===== src/rtl/axi_cfg_pkg.sv =====
// Shared definitions for the AXI-Lite configuration master.
// Holds the FSM state encoding and the AXI response codes.
package axi_cfg_pkg;

   // Master FSM states; VF_* are reached only when the
   // AXI_CFG_MASTER_VERIFY_EN build option is defined.
   typedef enum logic [2:0] {
      IDLE         = 3'd0,
      WR_ADDR_DATA = 3'd1,
      WR_RESP      = 3'd2,
      RD_ADDR      = 3'd3,
      RD_DATA      = 3'd4,
      VF_ADDR      = 3'd5,
      VF_DATA      = 3'd6,
      RESP         = 3'd7
   } state_e;

   // AXI BRESP/RRESP encodings
   localparam logic [1:0] RESP_OKAY   = 2'b00;
   localparam logic [1:0] RESP_SLVERR = 2'b10;
   localparam logic [1:0] RESP_DECERR = 2'b11;

   // Anything other than OKAY is reported as an error to the requester.
   function automatic logic resp_is_err(input logic [1:0] resp);
      return (resp != RESP_OKAY);
   endfunction

endpackage


===== src/rtl/axi_cfg_master.sv =====
// AXI-Lite configuration master.
// Accepts one command at a time on a valid/ready interface, performs a single
// AXI-Lite write or read, and returns the outcome on a valid/ready response.
// Build option AXI_CFG_MASTER_VERIFY_EN: after an OKAY write, read the same
// address back and flag any difference in the strobed bytes.
// Ports:
//   s_axi_aclk, s_axi_aresetn      clock, async active-low reset
//   cmd_*                          command in (we, addr, wdata, wstrb)
//   rsp_*                          response out (rdata, err, mismatch)
//   m_axi_aw*/w*/b*                AXI-Lite write channels
//   m_axi_ar*/r*                   AXI-Lite read channels
module axi_cfg_master
   import axi_cfg_pkg::*;
#(
   parameter int unsigned C_M_AXI_ADDR_WIDTH = 32,
   parameter int unsigned C_M_AXI_DATA_WIDTH = 32
) (
   input  logic                              s_axi_aclk,
   input  logic                              s_axi_aresetn,
   // command
   input  logic                              cmd_valid_i,
   output logic                              cmd_ready_o,
   input  logic                              cmd_we_i,
   input  logic [C_M_AXI_ADDR_WIDTH-1:0]     cmd_addr_i,
   input  logic [C_M_AXI_DATA_WIDTH-1:0]     cmd_wdata_i,
   input  logic [C_M_AXI_DATA_WIDTH/8-1:0]   cmd_wstrb_i,
   // response
   output logic                              rsp_valid_o,
   input  logic                              rsp_ready_i,
   output logic [C_M_AXI_DATA_WIDTH-1:0]     rsp_rdata_o,
   output logic                              rsp_err_o,
   output logic                              rsp_mismatch_o,
   // AXI-Lite write
   output logic [C_M_AXI_ADDR_WIDTH-1:0]     m_axi_awaddr,
   output logic                              m_axi_awvalid,
   input  logic                              m_axi_awready,
   output logic [C_M_AXI_DATA_WIDTH-1:0]     m_axi_wdata,
   output logic [C_M_AXI_DATA_WIDTH/8-1:0]   m_axi_wstrb,
   output logic                              m_axi_wvalid,
   input  logic                              m_axi_wready,
   input  logic [1:0]                        m_axi_bresp,
   input  logic                              m_axi_bvalid,
   output logic                              m_axi_bready,
   // AXI-Lite read
   output logic [C_M_AXI_ADDR_WIDTH-1:0]     m_axi_araddr,
   output logic                              m_axi_arvalid,
   input  logic                              m_axi_arready,
   input  logic [C_M_AXI_DATA_WIDTH-1:0]     m_axi_rdata,
   input  logic [1:0]                        m_axi_rresp,
   input  logic                              m_axi_rvalid,
   output logic                              m_axi_rready
);

   localparam int unsigned AW = C_M_AXI_ADDR_WIDTH;
   localparam int unsigned DW = C_M_AXI_DATA_WIDTH;
   localparam int unsigned SW = C_M_AXI_DATA_WIDTH / 8;

   state_e          state_q, state_d;
   logic            cmd_ready_q, cmd_ready_d;
   logic            awvalid_q, awvalid_d;
   logic            wvalid_q, wvalid_d;
   logic            bready_q, bready_d;
   logic            arvalid_q, arvalid_d;
   logic            rready_q, rready_d;
   logic            rsp_valid_q, rsp_valid_d;
   logic [AW-1:0]   addr_q, addr_d;
   logic [DW-1:0]   wdata_q, wdata_d;
   logic [SW-1:0]   wstrb_q, wstrb_d;
   logic [DW-1:0]   rdata_q, rdata_d;
   logic            err_q, err_d;

`ifdef AXI_CFG_MASTER_VERIFY_EN
   logic            mismatch_q, mismatch_d;
   logic [DW-1:0]   wmask;

   // Byte-enable mask of the write being verified.
   always_comb begin
      wmask = '0;
      for (int unsigned b = 0; b < SW; b++) begin
         wmask[b*8 +: 8] = {8{wstrb_q[b]}};
      end
   end
`endif

   // Next-state and output logic
   always_comb begin
      state_d     = state_q;
      cmd_ready_d = cmd_ready_q;
      awvalid_d   = awvalid_q;
      wvalid_d    = wvalid_q;
      bready_d    = bready_q;
      arvalid_d   = arvalid_q;
      rready_d    = rready_q;
      rsp_valid_d = rsp_valid_q;
      addr_d      = addr_q;
      wdata_d     = wdata_q;
      wstrb_d     = wstrb_q;
      rdata_d     = rdata_q;
      err_d       = err_q;
`ifdef AXI_CFG_MASTER_VERIFY_EN
      mismatch_d  = mismatch_q;
`endif

      case (state_q)
         IDLE: begin
            if (cmd_valid_i && cmd_ready_q) begin
               cmd_ready_d = 1'b0;
               addr_d      = cmd_addr_i;
               wdata_d     = cmd_wdata_i;
               wstrb_d     = cmd_wstrb_i;
               if (cmd_we_i) begin
                  awvalid_d = 1'b1;
                  wvalid_d  = 1'b1;
                  state_d   = WR_ADDR_DATA;
               end else begin
                  arvalid_d = 1'b1;
                  state_d   = RD_ADDR;
               end
            end
         end

         // AW and W complete independently; a channel whose valid is already
         // low has finished its handshake.
         WR_ADDR_DATA: begin
            if (awvalid_q && m_axi_awready) awvalid_d = 1'b0;
            if (wvalid_q && m_axi_wready)   wvalid_d  = 1'b0;
            if ((!awvalid_q || m_axi_awready) && (!wvalid_q || m_axi_wready)) begin
               bready_d = 1'b1;
               state_d  = WR_RESP;
            end
         end

         // rsp_* only change on the way into RESP so they hold otherwise.
         WR_RESP: begin
            if (m_axi_bvalid && bready_q) begin
               bready_d = 1'b0;
`ifdef AXI_CFG_MASTER_VERIFY_EN
               if (!resp_is_err(m_axi_bresp)) begin
                  arvalid_d = 1'b1;
                  state_d   = VF_ADDR;
               end else begin
                  err_d       = 1'b1;
                  mismatch_d  = 1'b0;
                  rsp_valid_d = 1'b1;
                  state_d     = RESP;
               end
`else
               err_d       = resp_is_err(m_axi_bresp);
               rsp_valid_d = 1'b1;
               state_d     = RESP;
`endif
            end
         end

         RD_ADDR: begin
            if (arvalid_q && m_axi_arready) begin
               arvalid_d = 1'b0;
               rready_d  = 1'b1;
               state_d   = RD_DATA;
            end
         end

         RD_DATA: begin
            if (m_axi_rvalid && rready_q) begin
               rready_d    = 1'b0;
               rdata_d     = m_axi_rdata;
               err_d       = resp_is_err(m_axi_rresp);
`ifdef AXI_CFG_MASTER_VERIFY_EN
               mismatch_d  = 1'b0;
`endif
               rsp_valid_d = 1'b1;
               state_d     = RESP;
            end
         end

`ifdef AXI_CFG_MASTER_VERIFY_EN
         VF_ADDR: begin
            if (arvalid_q && m_axi_arready) begin
               arvalid_d = 1'b0;
               rready_d  = 1'b1;
               state_d   = VF_DATA;
            end
         end

         // Write was OKAY, so the read response alone decides rsp_err.
         VF_DATA: begin
            if (m_axi_rvalid && rready_q) begin
               rready_d    = 1'b0;
               rdata_d     = m_axi_rdata;
               err_d       = resp_is_err(m_axi_rresp);
               mismatch_d  = |((m_axi_rdata ^ wdata_q) & wmask);
               rsp_valid_d = 1'b1;
               state_d     = RESP;
            end
         end
`endif

         RESP: begin
            if (rsp_valid_q && rsp_ready_i) begin
               rsp_valid_d = 1'b0;
               cmd_ready_d = 1'b1;
               state_d     = IDLE;
            end
         end

         default: begin
            awvalid_d   = 1'b0;
            wvalid_d    = 1'b0;
            bready_d    = 1'b0;
            arvalid_d   = 1'b0;
            rready_d    = 1'b0;
            rsp_valid_d = 1'b0;
            cmd_ready_d = 1'b1;
            state_d     = IDLE;
         end
      endcase
   end

   // State and output registers
   always_ff @(posedge s_axi_aclk or negedge s_axi_aresetn) begin
      if (!s_axi_aresetn) begin
         state_q     <= IDLE;
         cmd_ready_q <= 1'b1;
         awvalid_q   <= 1'b0;
         wvalid_q    <= 1'b0;
         bready_q    <= 1'b0;
         arvalid_q   <= 1'b0;
         rready_q    <= 1'b0;
         rsp_valid_q <= 1'b0;
         addr_q      <= '0;
         wdata_q     <= '0;
         wstrb_q     <= '0;
         rdata_q     <= '0;
         err_q       <= 1'b0;
      end else begin
         state_q     <= state_d;
         cmd_ready_q <= cmd_ready_d;
         awvalid_q   <= awvalid_d;
         wvalid_q    <= wvalid_d;
         bready_q    <= bready_d;
         arvalid_q   <= arvalid_d;
         rready_q    <= rready_d;
         rsp_valid_q <= rsp_valid_d;
         addr_q      <= addr_d;
         wdata_q     <= wdata_d;
         wstrb_q     <= wstrb_d;
         rdata_q     <= rdata_d;
         err_q       <= err_d;
      end
   end

`ifdef AXI_CFG_MASTER_VERIFY_EN
   always_ff @(posedge s_axi_aclk or negedge s_axi_aresetn) begin
      if (!s_axi_aresetn) mismatch_q <= 1'b0;
      else                mismatch_q <= mismatch_d;
   end
   assign rsp_mismatch_o = mismatch_q;
`else
   assign rsp_mismatch_o = 1'b0;
`endif

   // One address register serves both channels; only one is ever valid.
   assign cmd_ready_o   = cmd_ready_q;
   assign rsp_valid_o   = rsp_valid_q;
   assign rsp_rdata_o   = rdata_q;
   assign rsp_err_o     = err_q;
   assign m_axi_awaddr  = addr_q;
   assign m_axi_awvalid = awvalid_q;
   assign m_axi_wdata   = wdata_q;
   assign m_axi_wstrb   = wstrb_q;
   assign m_axi_wvalid  = wvalid_q;
   assign m_axi_bready  = bready_q;
   assign m_axi_araddr  = addr_q;
   assign m_axi_arvalid = arvalid_q;
   assign m_axi_rready  = rready_q;

endmodule


===== config.mk =====
export PLATFORM = sky130hd
export DESIGN_NAME = axi_cfg_master
export DESIGN_NICKNAME = d
export VERILOG_FILES = /design/src/rtl/axi_cfg_pkg.sv /design/src/rtl/axi_cfg_master.sv
export SDC_FILE = /design/constraint.sdc
export NUM_CORES = 1
export LEC_CHECK = 0
export CAP_MARGIN = 20
export CORE_ASPECT_RATIO = 0.7
export CORE_MARGIN = 2
export CORE_UTILIZATION = 43
export DETAILED_ROUTE_END_ITERATION = 8
export HOLD_SLACK_MARGIN = 0.1
export PLACE_DENSITY = 0.87
export SYNTH_ARGS = -nofsm -noshare
export SYNTH_HDL_FRONTEND = slang
export SYNTH_SLANG_ARGS = --single-unit

===== constraint.sdc =====
create_clock -name s_axi_aclk -period 3.8 [get_ports s_axi_aclk]
set_input_delay 0.76 -clock s_axi_aclk [delete_from_list [all_inputs] [get_ports s_axi_aclk]]
set_output_delay 0.76 -clock s_axi_aclk [all_outputs]
set_load 0.03 [all_outputs]

Word-level counts from Yosys, hierarchy flattened:

Cells that the tools add are included.

* input bits: 114
* bits in registers: 111
* logic and storage cells: 101

* eq/ne operators: 15
* mux-type cells: 34
* reductions and logical operators: 33
* bitwise logic cells: 6

Operators by type and width (count)
* 2-bit != test, second input constant: 10
* 4-bit OR reduction: 5
* 1-bit two-way mux: 18
* 3-bit two-way mux: 6
* 1-bit one-hot mux with 3 select lines: 6
* 3-bit one-hot mux with 6 select lines: 1
* 4-bit AND reduction: 4
* 3-bit AND reduction: 4
* 1-bit logical AND: 8
* 3-bit by 2-bit equality test with 1-bit output, second input constant: 2
* 3-bit equality test, second input constant: 2
* 1-bit inverter: 6
* 6-bit AND reduction: 1
* 2-bit nonzero test: 3
* 1-bit one-hot mux with 4 select lines: 1
* 2-bit AND reduction: 2
* 3-bit by 1-bit equality test with 1-bit output, second input constant: 1
* 3-bit zero test: 1
* 3-bit OR reduction: 1
* 1-bit zero test: 2
* 1-bit logical OR: 2
* 2-bit two-way mux: 1
* 1-bit one-hot mux with 2 select lines: 1

Logic depth before layout (Yosys ltp):

* depth in word-level cells: 5
* gate-level depth with buffers: 8
* mapped depth without buffers: 6

Least setup slack after synthesis:

No wires, ideal clock.

* path kind: register to register
* from: register state_q[0]
* to: register addr_q[18], in the netlist m_axi_araddr[18]
* setup slack: 2.022 ns
* arrival: 1.653 ns
* buffers on the path: 3
* stages on the path, launching flop included: 9
* clock period less this slack: 1.778 ns
* setup time: 0.125 ns
* cells stage by stage: dfrtp_1 inv_1 ha_1 buf_4 and2b_1 nand3_2 buf_6 buf_6 mux2_4

* cells in the longest elaborated chain, start to end: 2

Ends and longest elaborated chain
* start: declaration: line axi_cfg_master.sv:58 `state_e state_q, state_d;`
* start signal: assignment: line axi_cfg_master.sv:236 `state_q <= state_d;`
* 3-bit zero test: line axi_cfg_master.sv:104 `case (state_q)`
* 2-bit AND reduction (no source line)
* end signal: assignment: line axi_cfg_master.sv:244 `addr_q <= addr_d;`
* end: declaration: line axi_cfg_master.sv:66 `logic [AW-1:0] addr_q, addr_d;`

Every way passes these cells.
A chain may end at the register's enable or synchronous reset.

Final worst setup path:

* from: register state_q[0]
* to: register wstrb_q[3], in the netlist m_axi_wstrb[3]

* cells in the longest elaborated chain, start to end: 2

Ends and longest elaborated chain
* 3-bit zero test: line axi_cfg_master.sv:104
* 2-bit AND reduction (no source line)
* end signal: assignment: line axi_cfg_master.sv:246 `wstrb_q <= wstrb_d;`
* end: declaration: line axi_cfg_master.sv:68 `logic [SW-1:0] wstrb_q, wstrb_d;`

Every way passes these cells.

==> metrics.md <==
| Metric | Value |
|---|---|
| Synth async-reset ratio | 1.000 |
| Internal power | 1811 uW |
| Top_reg_cell synth | dfrtp_1 |
| Setup Skew | 0.007816 ns |
| Initial antenna violation count | 0 |
| Die X | 130.3 um |
| Post-DP HPWL | 9258 um |
| Starting density of the core | 0.4380 |
| # setup viols final | 0 |
| Post-route insts no fill | 711 |
| H-tree levels | 3 |
| Switching pwr | 488.5 uW |
| Seq/Total Area, Yosys | 0.5784 |
| Drt via density | 4.813 |
| Crit Path Class | reg -> reg |
| Sum of negative setup slack | 0 ns |
| Seq pwr share | 0.513 |
| Slew @ Worst Pin | 0.8605 ns |
| Critical path required time | 4.02 ns |
| Largest net degree at the start of global routing | 59 |
| Max Slew Vio Count | 0 |
| Synth warn | 0 |
| Die height | 92.44 um |
| Core outline area | 10970 um2 |
| Leakage power | 0.003511 uW |
| Fmax | 393.8 MHz |
| Dpl ws | 1.039 ns |
| Post_cts resized | 0 |
| Combinational power share | 0.064 |
| Syn nets | 451 |
| First-pass GRT wire length | 18490 um |
| Post-route antenna net violation count | 0 |
| Synth unique cells | 34 |
| Relative slew slack | 0.4263 |
| Placed cell areas | 7222 um2 |
| Switch share | 0.2124 |
| Tot GR Track Use | 0.1993 |
| Routability-driven placement congestion ratio | 0.9026 |
| Via count | 3422 |
| Max-cap violations | 0 |
| EDFF count, synth | 0 |
| Latest clock arrival within the worst-skew pair | 0.34 ns |
| Most frequent cells in the layout | 252 x clkdlybuf4s50_1, 110 x dfrtp_1, 82 x mux2_2 |
| Worst-path clk slew | 0.07 ns |
| Port Buffers | 253 |
| Vias in the first global route | 3665 |
| DIE AREA | 12050 um2 |
| Number of cell rows | 32 |
| Worst hold path type | in -> async |
| Root buffer cell | clkbuf_16 |
| Post-CTS Setup Bufs | 0 |
| CTS buffer count | 9 |
| # hold bufs at CTS | 0 |
| Min Tclk post-route | 2.540 ns |
| Hold Vio Cnt, Final | 0 |
| Startpoint Class | register |
| Routed WL per cell | 17.20 um |
| Antenna cell count | 0 |
| CTS tree | done |
| DRC | 0 |
| Crit-path slowest cell | buf_4 |
| Fill count | 793 |
| Synth Register Bits | 111 |
| Syn-to-layout area delta | 56.90% |
| Nets | 672 |
| Worst-path fanout max | 58 |
| VDD IR max | 0.2577 mV |
| Status | finished clean |
| Clock Power Share | 0.423 |
| Mapped cell area | 4805 um2 |
| Cells after DPL | 695 |
| Final WS setup | 1.260 ns |
| Grt ovf | 0 |
| DRT iter0 DRCs | 155 |
| Worst Setup End Kind | register |
| Max clock buf depth | 2 |
| Ports | 255 |
| Avg Synthesized Cell Area | 14.47 um2 |
| PD cells | 305.1 nW/um2 |
| CTS sink count | 111 |
| RSZ-0062 raised after global routing | no |
| Routed wire length | 12230 um |
| DRT Pass-1 Iters | 4 |
| Cells after synthesis | 332 |
| Worst path cell trace | inv_1, ha_1, and2b_1, nand3_4, buf_4, mux2_2 |
| Most common cell after layout, fill and taps aside | clkdlybuf4s50_1 |
| Cell area after layout | 7538 um2 |
| Layout cells sized above 1 | 0.2240 |
| Final worst-path cycle share | 0.6683 |
| Data arrival, critical path | 2.76 ns |
| CP peak stage delay | 0.68 ns |
synthesized netlist by cell type, types with 2 or more instances:
master / number / area (um2)
mux2_4: 20 / 300.3
buf_4: 35 / 262.8
inv_1: 5 / 18.77
a21oi_1: 3 / 15.01
mux2_1: 2 / 22.52
nand2_1: 13 / 48.80
mux2_2: 82 / 923.4
nor3_1: 3 / 15.01
buf_6: 3 / 33.78
o21bai_1: 2 / 15.01
buf_2: 9 / 45.04
nor2_1: 4 / 15.01
ha_1: 5 / 62.56
a32oi_1: 2 / 17.52
nand4_1: 2 / 12.51
o32a_1: 5 / 50.05
nor2b_1: 4 / 25.02
dfrtp_1: 110 / 2753
a31oi_1: 2 / 12.51
nand3_1: 4 / 20.02
nand2b_1: 3 / 18.77
o21ai_0: 2 / 10.01
state kept, by name (all words and copies together) (netlist names):
register / count
m_axi_wdata: 32
state_q: 3
rsp_err_o: 1
m_axi_wstrb: 4
m_axi_awvalid: 1
m_axi_rready: 1
rsp_rdata_o: 32
m_axi_bready: 1
rsp_valid_o: 1
m_axi_wvalid: 1
m_axi_arvalid: 1
m_axi_araddr: 32
cmd_ready_o: 1
routing by layer:
layer	vias to the layer above	track usage	share of wire
met5	-	0	0
met4	0	0.03901	0.0096
met3	13	0.08088	0.099
met2	164	0.3621	0.52
met1	1680	0.2205	0.37
li1	1565	-	-
critical path: cells and delay by family, from the launching register on:
family                   cells  cell delay [ns]
adder cells (fa/ha/maj)      1             0.32
buffers and inverters        2             0.76
flip-flops                   1             0.42
multiplexers                 1             0.42
AND/OR/NAND/NOR              2             0.43
kinds of logic (layout without fill, tap and decap cells):
kind of cell,count (synthesis),count (layout),synth area share
AO/OA/AOI/OAI,21,21,0.03255
adder cells (fa/ha/maj),5,5,0.01302
buffers and inverters,52,278,0.07500
flip-flops,111,111,0.5784
multiplexers,104,104,0.2594
other,1,1,0.0007805
AND/OR/NAND/NOR,38,38,0.04089
per-stage QoR:
step                utilization  hold WS [ns]  total power (uW)
finish                   0.6872        0.3778              2300
global route             0.6872        0.4046              2389
CTS                      0.6872        0.3951              2334
detailed placement       0.6583        0.4841              1352
global placement         0.6583        0.4730              1348
floorplan                     -        0.4644              1209
layout make-up:
class,count,area [um2],share of cell area
clock buffers,9,225.2,0.02988
clock inverters,7,91.34,0.01212
inverters,5,18.77,0.002490
multi-input cells,169,1673,0.2219
flip-flops and latches,111,2779,0.3686
well taps,153,191.4,0.02539
repair buffers,257,2560,0.3396
power by group through the flow:
stage / registers, uW / logic (uW) / clock network, uW
after floorplan: 1200 / 4.84 / 0
after global placement: 1200 / 144 / 0
after detailed placement: 1200 / 148 / 0
after CTS: 1180 / 149 / 1000
after global routing: 1180 / 159 / 1050
final: 1180 / 146 / 973
path summary, 6_finish.rpt:
kind                            startpoint               end  slack, ns  cells past startpoint
min reg2reg                rsp_rdata_o[17]   rsp_rdata_o[17]       0.49                      1
max reg2reg                     state_q[0]    m_axi_wstrb[3]       1.26                      6
min                          s_axi_aresetn  m_axi_araddr[18]       0.38                      1
max                             state_q[0]    m_axi_wstrb[3]       1.26                      6
min in group s_axi_aclk    rsp_rdata_o[17]   rsp_rdata_o[17]       0.49                      1
max in group asynchronous    s_axi_aresetn       cmd_ready_o       2.53                      2
No activity file was read; power rests on OpenSTA's default activity.
